## src/rtl/shift_seq_unit_pkg.sv

```systemverilog
// cpu_shift_pkg: shared encodings for the sequential shifter.
//   - 3-bit shift operation codes as seen on the op input
//   - FSM state encoding for shift_seq_unit
//   - shift-amount width for the default 32-bit datapath
// The rotate codes are always defined here. Whether they do anything is
// decided in shift_step under the SHIFT_ROTATE_EN macro.
package cpu_shift_pkg;

    // Shift-amount width for a 32-bit word (0..31 single-bit steps).
    localparam int SHAMT_W = 5;

    // Operation encodings. Codes 3'b110 and 3'b111 are reserved and behave
    // like SH_NOP.
    localparam logic [2:0] SH_NOP = 3'b000;
    localparam logic [2:0] SH_SLL = 3'b001;
    localparam logic [2:0] SH_SRL = 3'b010;
    localparam logic [2:0] SH_SRA = 3'b011;
    localparam logic [2:0] SH_ROL = 3'b100;
    localparam logic [2:0] SH_ROR = 3'b101;

    // FSM states. These are kept as plain constants so the encoding stays
    // stable for older code that compares raw state values.
    localparam logic [1:0] ST_IDLE  = 2'd0;
    localparam logic [1:0] ST_SHIFT = 2'd1;
    localparam logic [1:0] ST_DONE  = 2'd2;

    // True for the shift codes that every build supports. Rotate support
    // is decided separately, inside shift_step.
    function automatic logic is_base_shift(input logic [2:0] op);
        return (op == SH_SLL) || (op == SH_SRL) || (op == SH_SRA);
    endfunction

endpackage

```

## src/rtl/shift_seq_unit_step.sv

```systemverilog
// shift_step: purely combinational single-bit step of a WIDTH-bit word.
//   - Left-moving ops (SLL, ROL) feed each bit from its lower neighbour.
//   - Right-moving ops (SRL, SRA, ROR) feed each bit from its upper neighbour.
//   - The fill bit entering at the open end depends on the op.
//   - 'active' reports whether op is a real shift. When it is low, the
//     caller treats the operation as a NOP, and 'stepped' equals 'value'.
// Optional feature macro: SHIFT_ROTATE_EN.
//   - Defined: ROL and ROR are decoded and rotate the word.
//   - Undefined: codes 100 and 101 decode as NOP, and no rotate
//     fill paths exist.
module shift_step
    import cpu_shift_pkg::*;
#(
    parameter int WIDTH = 32
) (
    input  logic [2:0]       op,
    input  logic [WIDTH-1:0] value,
    output logic [WIDTH-1:0] stepped,
    output logic             active
);

    logic             move_left;   // bits move toward the MSB
    logic             move_right;  // bits move toward the LSB
    logic             fill_lsb;    // bit entering at position 0 on a left move
    logic             fill_msb;    // bit entering at the MSB on a right move
    logic [WIDTH-1:0] from_lower;  // per-bit source for a left move
    logic [WIDTH-1:0] from_upper;  // per-bit source for a right move

    // Decode direction and fill bits for the requested op.
    always_comb begin
        move_left  = 1'b0;
        move_right = 1'b0;
        fill_lsb   = 1'b0;
        fill_msb   = 1'b0;
        case (op)
            SH_SLL: begin
                move_left = 1'b1;
                fill_lsb  = 1'b0;
            end
            SH_SRL: begin
                move_right = 1'b1;
                fill_msb   = 1'b0;
            end
            SH_SRA: begin
                // Sign bit replicates, so negative values saturate at all-ones.
                move_right = 1'b1;
                fill_msb   = value[WIDTH-1];
            end
`ifdef SHIFT_ROTATE_EN
            SH_ROL: begin
                move_left = 1'b1;
                fill_lsb  = value[WIDTH-1];
            end
            SH_ROR: begin
                move_right = 1'b1;
                fill_msb   = value[0];
            end
`endif
            default: begin
                // NOP, reserved codes and, without rotate support, ROL/ROR.
                move_left  = 1'b0;
                move_right = 1'b0;
            end
        endcase
    end

    // Build each output bit from its neighbours. The open ends take the fill bits.
    genvar gi;
    generate
        for (gi = 0; gi < WIDTH; gi++) begin : g_bit
            if (gi == 0) begin : g_lsb
                assign from_lower[gi] = fill_lsb;
            end else begin : g_mid_lo
                assign from_lower[gi] = value[gi-1];
            end

            if (gi == WIDTH - 1) begin : g_msb
                assign from_upper[gi] = fill_msb;
            end else begin : g_mid_hi
                assign from_upper[gi] = value[gi+1];
            end

            assign stepped[gi] = move_left  ? from_lower[gi] :
                                 move_right ? from_upper[gi] :
                                              value[gi];
        end
    endgenerate

    assign active = move_left | move_right;

endmodule

```

## src/rtl/shift_seq_unit.sv

```systemverilog
// shift_seq_unit: sequential shift register driven by the multicycle
// control FSM.
//   - Shifts one bit per clock.
//   - Handshake: start (sampled only in IDLE), busy, and a one-cycle done pulse.
//   - data_out is the shift register itself and holds its value in IDLE.
// Latency: with start accepted at edge T, done is high in the cycle after
// edge T+shamt. That is one cycle after the start edge when shamt is zero
// or the op is a NOP.
// Optional feature macro: SHIFT_ROTATE_EN. The macro is handled inside
// shift_step. This level only asks shift_step whether an op is active.
module shift_seq_unit
    import cpu_shift_pkg::*;
#(
    parameter int WIDTH = 32
) (
    input  logic                     clk,
    input  logic                     reset,
    input  logic                     load,
    input  logic [WIDTH-1:0]         data_in,
    input  logic [$clog2(WIDTH)-1:0] shamt,
    input  logic [2:0]               op,
    input  logic                     start,
    output logic                     busy,
    output logic                     done,
    output logic [WIDTH-1:0]         data_out
);

    localparam int              SW        = $clog2(WIDTH);
    localparam logic [SW-1:0]   COUNT_ONE = SW'(1);

    logic [1:0]       state_reg, state_next;
    logic [WIDTH-1:0] data_reg,  data_next;
    logic [SW-1:0]    count_reg, count_next;
    logic [2:0]       op_reg,    op_next;

    logic [2:0]       step_op;
    logic [WIDTH-1:0] step_value;
    logic             step_active;

    // In IDLE, the step unit decodes the incoming op so that start can tell
    // a real shift from a NOP. In every other state it steps the latched op.
    // Its data output is only consumed in SHIFT, so sharing it is safe.
    always_comb begin
        step_op = (state_reg == ST_IDLE) ? op : op_reg;
    end

    shift_step #(
        .WIDTH (WIDTH)
    ) u_step (
        .op      (step_op),
        .value   (data_reg),
        .stepped (step_value),
        .active  (step_active)
    );

    // Next-state logic: FSM transitions, the step counter and the data register.
    always_comb begin
        state_next = state_reg;
        data_next  = data_reg;
        count_next = count_reg;
        op_next    = op_reg;
        case (state_reg)
            ST_IDLE: begin
                if (load) begin
                    data_next = data_in;
                end
                if (start) begin
                    // When load and start come together, the op runs on the
                    // freshly loaded word. The first step happens at the next
                    // edge, so this needs no special handling.
                    op_next    = op;
                    count_next = shamt;
                    if ((shamt == '0) || !step_active) begin
                        state_next = ST_DONE;
                    end else begin
                        state_next = ST_SHIFT;
                    end
                end
            end
            ST_SHIFT: begin
                // load and start are ignored here. Only the step and count advance.
                data_next  = step_value;
                count_next = count_reg - COUNT_ONE;
                if (count_reg == COUNT_ONE) begin
                    state_next = ST_DONE;
                end
            end
            ST_DONE: begin
                state_next = ST_IDLE;
            end
            default: begin
                state_next = ST_IDLE;
            end
        endcase
    end

    // State registers. Reset aborts any operation in progress and clears the
    // data register.
    always_ff @(posedge clk) begin
        if (reset) begin
            state_reg <= ST_IDLE;
            data_reg  <= '0;
            count_reg <= '0;
            op_reg    <= SH_NOP;
        end else begin
            state_reg <= state_next;
            data_reg  <= data_next;
            count_reg <= count_next;
            op_reg    <= op_next;
        end
    end

    // Outputs come straight from the registers, so there are no
    // combinational paths from the inputs.
    always_comb begin
        busy     = (state_reg != ST_IDLE);
        done     = (state_reg == ST_DONE);
        data_out = data_reg;
    end

endmodule

```

## config.mk

```make
export PLATFORM = sky130hd
export DESIGN_NAME = shift_seq_unit
export DESIGN_NICKNAME = d
export VERILOG_FILES = /design/src/rtl/shift_seq_unit_pkg.sv /design/src/rtl/shift_seq_unit_step.sv /design/src/rtl/shift_seq_unit.sv
export SDC_FILE = /design/constraint.sdc
export NUM_CORES = 1
export LEC_CHECK = 0
export ABC_AREA = 1
export CORE_MARGIN = 3
export CORE_UTILIZATION = 35
export CTS_CLUSTER_DIAMETER = 120
export DETAILED_ROUTE_END_ITERATION = 10
export MAX_ROUTING_LAYER = met4
export PLACE_DENSITY_LB_ADDON = 0.08
export SYNTH_ARGS = -nofsm -noshare
export SYNTH_HDL_FRONTEND = slang
export SYNTH_SLANG_ARGS = --single-unit
```

## constraint.sdc

```tcl
create_clock -name clk -period 2.3 [get_ports clk]
set_clock_uncertainty 0.1 [all_clocks]
set_input_delay 0.345 -clock clk [delete_from_list [all_inputs] [get_ports clk]]
set_output_delay 0.345 -clock clk [all_outputs]
set_load 0.02 [all_outputs]
```

==> metrics <==
RSZ-0062 raised after global routing no; GPL Wtd Cong 0.828; syn avg cell area 5.47 um2; H-tree depth 2; Mapped Nets 547; first-pass detailed-route iteration total 4; initial core utilization 37.0%; initial antenna violation count 0; Reg clk slew, reported paths 0.08 ns; Hold WC Path Type reg -> reg; crit path kind reg -> out; fin crit period 1.98 ns; crit path max fanout 7; most numerous cell in the Yosys netlist nand2_1; DRT antenna net count 0; ys flop type dfxtp_1; Setup crit end kind output pin; # nets final 614; Slew Limit Fails 0; grt ovf 0; largest area contributor in the netlist dfxtp_1; clk_lat worst skew 0.30 ns; largest net degree at the start of global routing 63; I/O pins 78; post-DR vias/cell 4.54; core area 0.00741 mm2; Mapped Cells 501; Ant. Diodes 0; status completed; WHS 0.352 ns; Post-synth top cells 181 x nand2_1, 133 x nor2_1, 43 x inv_1; vias post-DR 3036; routed wire length 7.59 mm; Post-route DRC 0; TritonCTS buffer count 5; Area Growth Syn to Fin 36.0%; # rows 31; CTS tree done; Slew HR 78.2%; Final TNS setup 0 ns; Max-Cap Viols 0; Die W 94.5 um; required time of the worst setup path 1.86 ns; PortBufs 77; Ys Warns 0; CTS max path bufs 2; Post CTS Setup Buffer Count 0; synth top area cells dfxtp_1 31%, nand2_1 25%, nor2_1 18%; cts hold-fix bufs 0; gr usage total 18.0%; Post-synth EDFFs 0; CTS root buf clkbuf_8; die area 0.00893 mm2; Resized Gates After CTS 0; Leak Pwr 1.96 nW; Slew @ Worst Pin 0.327 ns; Final Hold Vio Count 0; First DRT Iteration DRCs 118; clk sinks 42; Worst IR Drop VDD 448 uV; Yosys reg bits 42; hpwl dp 5.12 mm; worst reg2reg setup slack 0.47 ns; first-pass GRT wire length 12.8 mm; Async SR Flop Fraction 0%; routed length per instance 11.4 um; synth unique cells 22; Startpoint Class register; top-area cell type share of the netlist area 30.7%; Tcrit/Tclk final 86.2%; Pwr Density 1060 mW/mm2; height of the die 94.5 um; Final setup viols 0; achievable frequency 504 MHz; sequential-to-total area share from yosys stat 30.7%; worst path arrival time 1.54 ns; number of global-route vias before repair 2879; max reg flops 32; layout cells sized above 1 4.39%; post-synthesis cell area 0.00274 mm2
[cell families (layout without fill, tap and decap cells)]
| logic type | after synthesis | count (layout) | share of synthesized area [%] |
|---|---|---|---|
| AOI/OAI and AO/OA | 25 | 25 | 4.98 |
| xor gates and xnor gates | 3 | 3 | 0.959 |
| adders and majority gates | 2 | 2 | 0.913 |
| buffers and inverters | 72 | 140 | 11.1 |
| DFF | 42 | 42 | 30.7 |
| and+or+nand+nor | 357 | 357 | 51.4 |
[worst paths after layout]
path / startpoint / to / cells after the start
min reg2reg: op_reg[2] / op_reg[2] / 2
max: state_reg[0] / busy / 3
max reg2reg: state_reg[0] / data_out[31] / 7
min: op_reg[2] / op_reg[2] / 2
[metal layers]
metal	part of all wire [%]	global-route usage (%)	vias up
met5	0	-	-
met4	0.80	4.33	0
met3	4.6	2.87	6
met2	47	29.6	69
met1	48	23.3	1323
li1	-	-	1638
[layout by cell type, fill, tap and decap left out, types with 4 or more instances in the layout]
cell / instances
nand2_1: 181
nor2_1: 133
clkdlybuf4s50_1: 77
inv_1: 43
dfxtp_1: 42
nand3_1: 34
o21ai_0: 12
clkbuf_8: 8
a21oi_1: 6
buf_12: 4
buf_4: 4
[power breakdown]
group | total [mW] | leakage [nW] | internal [mW] | switching, mW
Combinational | 2.25 | 1.55 | 0.922 | 1.33
Sequential | 1.13 | 0.349 | 0.947 | 0.183
Clock | 0.566 | 0.0575 | 0.304 | 0.263
[worst max-delay path: stages, from the launching register on]
cell and delay, ns:
dfxtp_1 0.48, inv_2 0.04, nand2_1 0.10, clkdlybuf4s50_1 0.62
[metrics by stage]
| step | cells | setup slack, ns | utilization (%) | total power [mW] | instance area (um2) |
|---|---|---|---|---|---|
| after floorplan | 501 | 0.727 | - | 2.64 | 2740 |
| after global placement | 660 | 0.376 | 48.8 | 3.40 | 3620 |
| after detailed placement | 660 | 0.380 | 48.8 | 3.41 | 3620 |
| after CTS | 668 | 0.310 | 50.3 | 3.99 | 3730 |
| after global routing | 668 | 0.247 | 50.3 | 4.34 | 3730 |
| final | 668 | 0.317 | 50.3 | 3.95 | 3730 |
[layout make-up]
type | count | area, um2
fillers | 801 | 3680
well taps | 99 | 124
flip-flops and latches | 42 | 841
repair buffers | 85 | 881
multi-input cells | 387 | 1600
inverters | 47 | 176
clock buffers | 8 | 110
No activity file was read; power rests on OpenSTA's default activity.
